==> src/rtl/peripheral_memory_arbiter.sv <==
// Round-robin arbiter sharing one single-port memory among NUM_REQ requesters.
// A grant can be held for up to BURST_MAX consecutive accesses by the same
// owner while others are waiting.
// Ports:
//   clk, reset_n                 clock, asynchronous active-low reset
//   req_valid/write/addr/wdata   per-requester access requests (packed slices)
//   req_ready                    one-hot-or-zero grant, same cycle as request
//   rsp_valid, rsp_rdata         read response, one cycle after a read grant
//   mem_write_en/address/data_in memory control pins
//   mem_data_out                 memory read data (one-cycle read latency)
//   busy_out                     a grant was issued in the previous cycle
module peripheral_memory_arbiter #(
    parameter int unsigned NUM_REQ   = 4,
    parameter int unsigned ADDRWIDTH = 8,
    parameter int unsigned DATAWIDTH = 32,
    parameter int unsigned BURST_MAX = 4
) (
    input  logic                           clk,
    input  logic                           reset_n,
    input  logic [NUM_REQ-1:0]             req_valid,
    input  logic [NUM_REQ-1:0]             req_write,
    input  logic [NUM_REQ*ADDRWIDTH-1:0]   req_addr,
    input  logic [NUM_REQ*DATAWIDTH-1:0]   req_wdata,
    output logic [NUM_REQ-1:0]             req_ready,
    output logic [NUM_REQ-1:0]             rsp_valid,
    output logic [DATAWIDTH-1:0]           rsp_rdata,
    output logic                           mem_write_en,
    output logic [ADDRWIDTH-1:0]           mem_address,
    output logic [DATAWIDTH-1:0]           mem_data_in,
    input  logic [DATAWIDTH-1:0]           mem_data_out,
    output logic                           busy_out
);

    localparam int unsigned IDX_W = (NUM_REQ > 1) ? $clog2(NUM_REQ) : 1;
    localparam int unsigned CNT_W = $clog2(BURST_MAX + 1);

    logic [IDX_W-1:0]   last;
    logic [CNT_W-1:0]   cnt;
    logic               held;
    logic [NUM_REQ-1:0] rd_pend;

    logic               sel_any;
    logic               sel_hold;
    logic [IDX_W-1:0]   sel_idx;
    logic               gnt;
    int                 cand;

    // Grant selection: burst hold first, otherwise search last+1 .. last (wrapping).
    always_comb begin
        sel_any  = 1'b0;
        sel_hold = 1'b0;
        sel_idx  = '0;
        cand     = 0;
        if (held && req_valid[last] && (cnt < CNT_W'(BURST_MAX))) begin
            sel_any  = 1'b1;
            sel_hold = 1'b1;
            sel_idx  = last;
        end else begin
            for (int i = 1; i <= int'(NUM_REQ); i++) begin
                cand = (int'(last) + i) % int'(NUM_REQ);
                if (!sel_any && req_valid[IDX_W'(cand)]) begin
                    sel_any = 1'b1;
                    sel_idx = IDX_W'(cand);
                end
            end
        end
    end

    // Grants are suppressed while reset is asserted.
    assign gnt = sel_any & reset_n;

    // Memory pins and ready are driven straight from the selection (zero-latency grant).
    always_comb begin
        req_ready    = '0;
        mem_write_en = 1'b0;
        mem_address  = '0;
        mem_data_in  = '0;
        if (gnt) begin
            req_ready    = NUM_REQ'(1) << sel_idx;
            mem_write_en = req_write[sel_idx];
            mem_address  = req_addr[32'(sel_idx)*ADDRWIDTH +: ADDRWIDTH];
            mem_data_in  = req_wdata[32'(sel_idx)*DATAWIDTH +: DATAWIDTH];
        end
    end

    // Arbitration state and pending-read tracking.
    always_ff @(posedge clk or negedge reset_n) begin
        if (!reset_n) begin
            last    <= IDX_W'(NUM_REQ - 1);
            cnt     <= '0;
            held    <= 1'b0;
            rd_pend <= '0;
        end else if (gnt) begin
            last    <= sel_idx;
            cnt     <= sel_hold ? CNT_W'(cnt + CNT_W'(1)) : CNT_W'(1);
            held    <= 1'b1;
            rd_pend <= req_write[sel_idx] ? '0 : (NUM_REQ'(1) << sel_idx);
        end else begin
            cnt     <= '0;
            held    <= 1'b0;
            rd_pend <= '0;
        end
    end

    assign rsp_valid = rd_pend;
    assign rsp_rdata = mem_data_out;
    assign busy_out  = held;

endmodule

==> config.mk <==
export PLATFORM = sky130hd
export DESIGN_NAME = peripheral_memory_arbiter
export DESIGN_NICKNAME = d
export VERILOG_FILES = /design/src/rtl/peripheral_memory_arbiter.sv
export SDC_FILE = /design/constraint.sdc
export NUM_CORES = 1
export LEC_CHECK = 0
export ABC_CLOCK_PERIOD_IN_PS = 3400
export BUFFER_PORTS_ARGS = -buffer_cell sky130_fd_sc_hd__buf_2
export CAP_MARGIN = 20
export CORE_AREA = 10 10 103 105
export DETAILED_ROUTE_END_ITERATION = 10
export DIE_AREA = 0 0 113 115
export HOLD_SLACK_MARGIN = 0.1
export PLACE_DENSITY_LB_ADDON = 0.15
export SETUP_SLACK_MARGIN = 0.05
export SLEW_MARGIN = 0
export SYNTH_ARGS = -nofsm -noshare
export SYNTH_HDL_FRONTEND = slang
export SYNTH_SLANG_ARGS = --single-unit
==> constraint.sdc <==
create_clock -name clk -period 3.4 [get_ports clk]
set_input_delay 0.34 -clock clk [delete_from_list [all_inputs] [get_ports clk]]
set_output_delay 0.34 -clock clk [all_outputs]
set_load 0.005 [all_outputs]
* Word level (Yosys, flattened, before mapping) *
Cells that the tools add are included.

word-level totals
  register bits after elaboration = 10
  input bits = 202
  output and inout port bits = 82
  logic and storage cells = 67

cells by class
  add/subtract/negate cells = 5
  order comparisons = 7
  shift operators = 3
  multiplexer cells = 39
  bitwise operators = 1
  reduce and logical (&&, ||, !) cells = 8

operators with widths
  operator               count
  $shiftx A128 B8 Y32    1
  $mux W32               1
  $shiftx A32 B6 Y8      1
  $mux W1                21
  $lt A2 B4 Y1 const B   4
  $bmux W1 S2            6
  $mux W4                3
  $mux W2                5
  $mux W8                1
  $lt A2 B3 Y1 const B   2
  $mux W3                2
  $logic_and A1 B1 Y1    5
  $add A2 B1 Y2 const B  2
  $add A2 B2 Y2 const B  2
  $shl A1 B2 Y4 const A  1
  $add A3 B1 Y3 const B  1
  $logic_not A1 Y1       3
  $lt A3 B3 Y1 const B   1
  $and A1 B1 Y1          1

* Logic depth before layout (Yosys ltp) *
Gate-level depths: netlist of the first run.

  word-level depth = 22
  mapped depth = 9
  depth with buffers taken out = 6

* Least setup slack after synthesis of the first run *
Ideal clock, no wire load.

  path type = reg-to-output
  from = register last[0]
  to = output port mem_address[4]
  data arrival time = 2.043 ns
  data required time = 3.060 ns
  setup slack = 1.017 ns
  stages on the path, launching flop included = 10
  path buffers = 3
  cells stage by stage = dfstp_2 -> buf_6 -> mux2i_1 -> a2bb2oi_2 -> and2_1 -> a311oi_1 -> buf_4 -> buf_2 -> mux2i_1 -> o22ai_2

between the ends
  cells in the longest elaborated chain, start to end = 20
  elaborated cells on any way between the ends = 42
  those cells by class = add/sub: 4; shift: 1; mux: 28; bitwise: 1; reduce/logical: 8

ends and longest elaborated chain
  what                                                       line    source
  from (decl)                                                37      logic [IDX_W-1:0] last;
  from (signal assigned)                                     89      last <= IDX_W'(NUM_REQ - 1);
  from (signal assigned)                                     94      last <= sel_idx;
  $add A2 B1 Y2                                              60      cand = (int'(last) + i) % int'(NUM_REQ);
  $bmux W1 S2                                                61      if (!sel_any && req_valid[IDX_W'(cand)]) begin
  $mux W1 (implied by the code) (2 in a row)                 61
  $mux W1                                                    61
  $mux W1                                                    54      if (held && req_valid[last] && (cnt < CNT_W'(BURST_MAX))) begin
  $logic_not A1 Y1                                           61
  $logic_and A1 B1 Y1                                        61
  $mux W1                                                    61
  (+3 left out)                                              --
  $mux W1                                                    61
  $mux W1                                                    54
  $logic_not A1 Y1                                           61
  $logic_and A1 B1 Y1                                        61
  $mux W2 / $mux W1 (equally long branches)                  61
  $mux W2 / $mux W1 (equally long branches)                  54
  $shiftx A32 B6 Y8 / $and A1 B1 Y1 (equally long branches)  81, 70
  $mux W8 *                                                  78      if (gnt) begin
  to (decl)                                                  28      output logic [ADDRWIDTH-1:0] mem_address,

Mark *: on every way between the ends. The rest lies on a longest branch, timed or not. The select of a mux whose other input is x is not followed.

* Worst setup path after layout of the first run *
  from = register last[0]
  to = output port mem_data_in[17]

between the ends
  cells in the longest elaborated chain, start to end = 20
  elaborated cells on any way between the ends = 42
  those cells by class = add/sub: 4; shift: 1; mux: 28; bitwise: 1; reduce/logical: 8

ends and longest elaborated chain
  what                                                         line    source
  $add A2 B1 Y2                                                60
  $bmux W1 S2                                                  61
  $mux W1 (implied by the code) (2 in a row)                   61
  $mux W1                                                      61
  $mux W1                                                      54
  $logic_not A1 Y1                                             61
  $logic_and A1 B1 Y1                                          61
  $mux W1                                                      61
  (+3 left out)                                                --
  $mux W1                                                      61
  $mux W1                                                      54
  $logic_not A1 Y1                                             61
  $logic_and A1 B1 Y1                                          61
  $mux W2 / $mux W1 (equally long branches)                    61
  $mux W2 / $mux W1 (equally long branches)                    54
  $shiftx A128 B8 Y32 / $and A1 B1 Y1 (equally long branches)  82, 70
  $mux W32 *                                                   78
  to (decl)                                                    29      output logic [DATAWIDTH-1:0] mem_data_in,

Marks and branches as above.

==> impl_metrics.yaml, run 1 <==
placed_design:
  dp_slack_ns: 0.213
  dp_cells: 525
  port_buffers: 219
  gp_congestion: 0.808
  place_hpwl_um: 8850
cts:
  clk_pin_slew_worst_paths_ns: 0.05
  cts_buffers: 3
  clkSinkCount: 10
  clock_latency_ns: 0.23
  clock_path_buffers: 2
  cts_tree: "yes"
  htree_levels: 1
  root_buffer: "clkbuf_8"
grt:
  grt_max_degree: 68
  overflow: 0
  grt_pass1_wl_um: 14900
  grt_pass1_vias: 2745
  antenna_found_initial: 2
  grt.total_usage: 0.139
drt:
  drtIter0Drc: 73
  wl_per_cell_um: 19.2
  drtAntennaViolNets: 0
  routed_wirelength_um: 10300
  via_per_inst: 4.80
  vias: 2564
  route.detailed.drc: 0
  firstDrtPassIters: 4
min_path:
  min_path_cells: 2
  hold_path.class: "primary input to flip-flop"
logic_synthesis:
  async_reset_ff_frac: 1.00
  synth_ff_type: "dfrtp_1"
  synth_top_area_frac: 0.340
  ys_seq_area_frac: 0.104
  synth_seq_cells: 10
  synthCells: 245
  yosys.area.top_type: "mux2i_1"
  mappedNetlistNets: 448
  yosysWarnings: 0
  yosys-top-cells-area: "mux2i_1, o22ai_2, buf_4"
  synth_cell_types: 39
  syn_area_per_cell_um2: 9.96
  synth_edf_count: 0
  syn_area_mm2: 0.00244
sta:
  worstMarginPinSlew_ns: 0.460
  fin_skew_ns: 0.00155
  setup-violations-final: 0
  hold_viol: 0
  drv_slew: 0
  max_freq_mhz: 312
  fin_crit_ns: 3.20
  grt_setup_unrepaired: "false"
  relSlewSlack: 0.690
  tns_ns: 0
  setup_slack_ns: 0.197
  holdWs_ns: 0.283
  min_period_over_period: 0.942
floorplan:
  top_level_ports: 284
  die_w_um: 113
  fp-row-count: 34
  fp.coreArea_mm2: 0.00855
  start_util: 0.285
  dieArea_mm2: 0.0130
  die_y_um: 115
job:
  maxCapViolCount: 0
worst_setup_path:
  cp_data_required_time_ns: 3.06
  criticalPathCategory: "flip-flop to output port"
  slowest_stage: "dfstp_2"
  worstPathMaxFanout: 19
  r2r_cells: 7
  end_kind: "output port"
  cp-start-kind: "flip-flop"
  max_stage_delay_ns: 0.66
  critical_path.cell_chain: "mux4_1, and2_4, a2111oi_4, nor2_2, nand2_8, buf_4, o22ai_2, buf_2"
  crit_arrival_ns: 2.86
finish:
  layout_common_cells: "buf_2, mux2i_1, o22ai_2"
  regArea_um2: 253
  area_growth_pct: 39.5
  multiInputGateArea_mm2: 0.00176
  layout.nets: 628
  drive_gt1_frac: 0.665
  final_cells: 534
  final_common_cell: "buf_2"
  fill_cells: 889
power:
  comb_power_share: 0.868
  seqPwrFrac: 0.077
  pwr-share-clk: 0.055
  internal-power_mw: 1.36
  p_leak_nw: 1.85
  peakVddDrop_v: 0.000643
  power_density_mw_per_mm2: 759
  p_sw_mw: 1.23
  swShare: 0.475
run_status:
  status: "finished clean"
==> logic make-up after synthesis <==
group / share of synthesized area
compound gates: 0.258
xor+xnor: 0.00359
fa+ha+maj: 0.00512
buf+inv: 0.187
flops: 0.104
mux: 0.360
simple gates: 0.0820
==> routing by layer <==
layer	GRT usage	wire, um
met5	0	0
met4	0.0161	65
met3	0.0656	1130
met2	0.253	5390
met1	0.147	3700
==> synthesized netlist by cell type (2+ instances only) <==
| master | count |
|---|---|
| o22ai_2 | 37 |
| dfstp_2 | 2 |
| nor3_1 | 3 |
| buf_6 | 15 |
| dfrtp_1 | 8 |
| nand2b_1 | 3 |
| a21oi_1 | 5 |
| nor2_1 | 4 |
| mux2_2 | 2 |
| o22ai_1 | 4 |
| mux2i_1 | 83 |
| o21ai_0 | 4 |
| buf_4 | 36 |
| nand2_1 | 9 |
| buf_2 | 2 |
| nor2b_1 | 3 |
| and3_1 | 3 |
==> worst paths after layout <==
check	from	endpoint	slack [ns]
setup / recovery	last[0]	mem_data_in[17]	0.20
min in group asynchronous	reset_n	rsp_valid[3]	0.50
hold / removal	req_write[1]	rsp_valid[1]	0.28
setup reg to reg	last[0]	rsp_valid[1]	0.84
max in group asynchronous	reset_n	last[0]	2.65
hold reg to reg	cnt[0]	cnt[0]	0.45
==> flip-flops by register name, indices dropped and copies added (netlist names) <==
signal	cells
cnt	3
last	2
rsp_valid	4
busy_out	1
==> what timing repair did <==
action / CTS / global route
setup endpoints to repair: 17 / 21
hold endpoints to repair: 8 / 0
buffers inserted: 2 / 0
gates cloned: 0 / 0
hold buffers: 1 / 0
resized for setup: 0 / 1
pin swaps: 1 / 0
==> power by group through the flow <==
| stage | logic [mW] | clock network (mW) | registers [mW] |
|---|---|---|---|
| after global routing | 2.43 | 0.156 | 0.205 |
| after global placement | 2.24 | 0 | 0.200 |
| final | 2.24 | 0.143 | 0.199 |
| after CTS | 2.27 | 0.148 | 0.198 |
| after detailed placement | 2.26 | 0 | 0.200 |
| after floorplan | 1.82 | 0 | 0.170 |
==> worst max-delay path: cells and delay by family (launching register included) <==
kind            cells  cell delay (ns)
compound gates      2             0.40
buf+inv             2             0.39
mux                 1             0.62
simple gates        3             0.54
flops               1             0.66
==> stage by stage <==
stage,power [mW],util,instance area [um^2]
floorplan,1.99,-,2440
global placement,2.44,0.387,3310
detailed placement,2.46,0.387,3310
CTS,2.62,0.397,3390
global route,2.79,0.398,3400
finish,2.59,0.398,3400
==> cell type report <==
| type | count | share of cell area |
|---|---|---|
| multi-input combinational | 180 | 0.516 |
| timing repair buffer | 228 | 0.350 |
| antenna | 2 | 0.00147 |
| sequential | 10 | 0.0742 |
| clock buffer | 4 | 0.0162 |
| inverter | 2 | 0.00221 |
| tap | 108 | 0.0397 |
(Power assumes the default switching activity.)
==> run 2, diff against run 1 <==
--- a/config.mk
+++ b/config.mk
@@ -8,9 +8,9 @@
 export ABC_CLOCK_PERIOD_IN_PS = 3400
 export BUFFER_PORTS_ARGS = -buffer_cell sky130_fd_sc_hd__buf_2
 export CAP_MARGIN = 20
-export CORE_AREA = 10 10 103 105
+export CORE_AREA = 2 2 109 111
 export DETAILED_ROUTE_END_ITERATION = 10
-export DIE_AREA = 0 0 113 115
+export DIE_AREA = 0 0 111 113
 export HOLD_SLACK_MARGIN = 0.1
 export PLACE_DENSITY_LB_ADDON = 0.15
 export SETUP_SLACK_MARGIN = 0.05
==> constraint.sdc (replaced) <==
create_clock -name clk -period 3.4 [get_ports clk]
set_input_delay 0.68 -clock clk [delete_from_list [all_inputs] [get_ports clk]]
set_output_delay 0.68 -clock clk [all_outputs]
set_load 0.005 [all_outputs]
==> impl_metrics.yaml, run 2 (same netlist as run 1, synthesis figures left out) <==
sta:
  grt_setup_unrepaired: "true"
  worstMarginPinSlew_ns: 0.411
  relSlewSlack: 0.725
  setup-violations-final: 0
  hold_viol: 0
  min_period_over_period: 0.988
  tns_ns: 0
  max_freq_mhz: 298
  drv_slew: 0
  fin_skew_ns: 0.00303
  setup_slack_ns: 0.0423
  fin_crit_ns: 3.36
power:
  pwr-share-clk: 0.070
  p_leak_nw: 2.06
  internal-power_mw: 1.94
  comb_power_share: 0.875
  power_mw: 3.34
  seqPwrFrac: 0.055
  power_density_mw_per_mm2: 858
  peakVddDrop_v: 0.000353
  swShare: 0.419
  p_sw_mw: 1.40
cts:
  ctsHoldBuffers: 0
  clock_path_buffers: 2
  clk_pin_slew_worst_paths_ns: 0.04
  htree_levels: 1
  clkSinkCount: 10
  clock_latency_ns: 0.24
  root_buffer: "clkbuf_16"
  cts_tree: "yes"
  cts_buffers: 3
worst_setup_path:
  crit_arrival_ns: 2.68
  cp_data_required_time_ns: 2.72
  cp-start-kind: "flip-flop"
  r2r_cells: 9
  worstPathMaxFanout: 23
  criticalPathCategory: "flip-flop to output port"
  end_kind: "output port"
floorplan:
  fp-row-count: 39
  die_y_um: 113
  dieArea_mm2: 0.0125
  start_util: 0.217
  die_w_um: 111
  top_level_ports: 284
  fp.coreArea_mm2: 0.0113
drt:
  firstDrtPassIters: 4
  vias: 2669
  route.detailed.drc: 0
  via_per_inst: 4.53
  drtIter0Drc: 39
  routed_wirelength_um: 9480
  wl_per_cell_um: 16.1
  drtAntennaViolNets: 0
grt:
  grt_pass1_vias: 2650
  overflow: 0
  grt_max_degree: 24
  antenna_found_initial: 1
  grt_pass1_wl_um: 14000
  grt.total_usage: 0.137
finish:
  final_common_cell: "buf_2"
  drive_gt1_frac: 0.702
  layout_common_cells: "buf_2, mux2i_1, o22ai_2"
  layout.nets: 650
  diodes: 0
  area_growth_pct: 59.6
  largest_reg_flops: 4
run_status:
  status: "finished clean"
placed_design:
  place_hpwl_um: 7380
  dp_slack_ns: 0.0396
  gp_congestion: 0.807
  port_buffers: 219
min_path:
  hold_path.class: "primary input to asynchronous set/reset pin"
job:
  maxCapViolCount: 0
## run 2: critical path: stages, from the launching register on
cell       delay [ns]
dfstp_2          0.56
buf_6            0.13
mux4_2           0.51
and2_4           0.19
a2111oi_4        0.27
buf_4            0.18
nor2_2           0.04
nand2_4          0.12
buf_12           0.20
o22ai_1          0.10
buf_2            0.13
## run 2: final cells by class
| type | instances | area, um^2 |
|---|---|---|
| multi-input combinational | 180 | 1800 |
| clock buffer | 4 | 88.8 |
| timing repair buffer | 250 | 1570 |
| tap | 143 | 179 |
| fill | 1188 | 7380 |
| inverter | 2 | 7.51 |
| sequential | 10 | 253 |
## run 2: worst paths after layout
kind                       startpoint        endpoint  slack, ns
min reg2reg                    cnt[0]          cnt[0]       0.48
max                           last[0]  mem_address[7]       0.04
min in group clk               cnt[0]          cnt[0]       0.48
max in group asynchronous     reset_n         last[0]       2.79
max reg2reg                   last[0]         last[1]       1.01
min                           reset_n        busy_out       0.38
## run 2: what timing repair did
item                       CTS  global route
buffers inserted             3             7
pin swaps                    1             0
resized for setup            8            14
gates cloned                 3             3
setup endpoints to repair   29            41
## run 2: power by group through the flow
stage,Combinational (mW),Sequential (mW),Clock (mW)
after floorplan,1.82,0.170,0
after global placement,2.38,0.199,0
after detailed placement,2.39,0.197,0
after CTS,2.68,0.186,0.238
after global routing,3.13,0.188,0.243
final,2.92,0.184,0.234
## run 2: per-layer routing
metal  wire [um]  share of wire  vias to the layer above  global-route usage
met3         795          0.084                       10              0.0370
met2        4920           0.52                      143               0.254
met4          78         0.0082                        2              0.0217
met1        3670           0.39                     1216               0.161
li1            -              -                     1298                   -
met5          11         0.0012                        -                   0
## run 2: through the flow
stage	cell area [um^2]	util	hold slack (ns)	cells
after CTS	3680	0.327	0.389	579
final	3900	0.346	0.384	589
after global routing	3900	0.346	0.398	589
after floorplan	2440	-	0.384	245
after global placement	3470	0.308	0.439	569
after detailed placement	3470	0.308	0.467	569
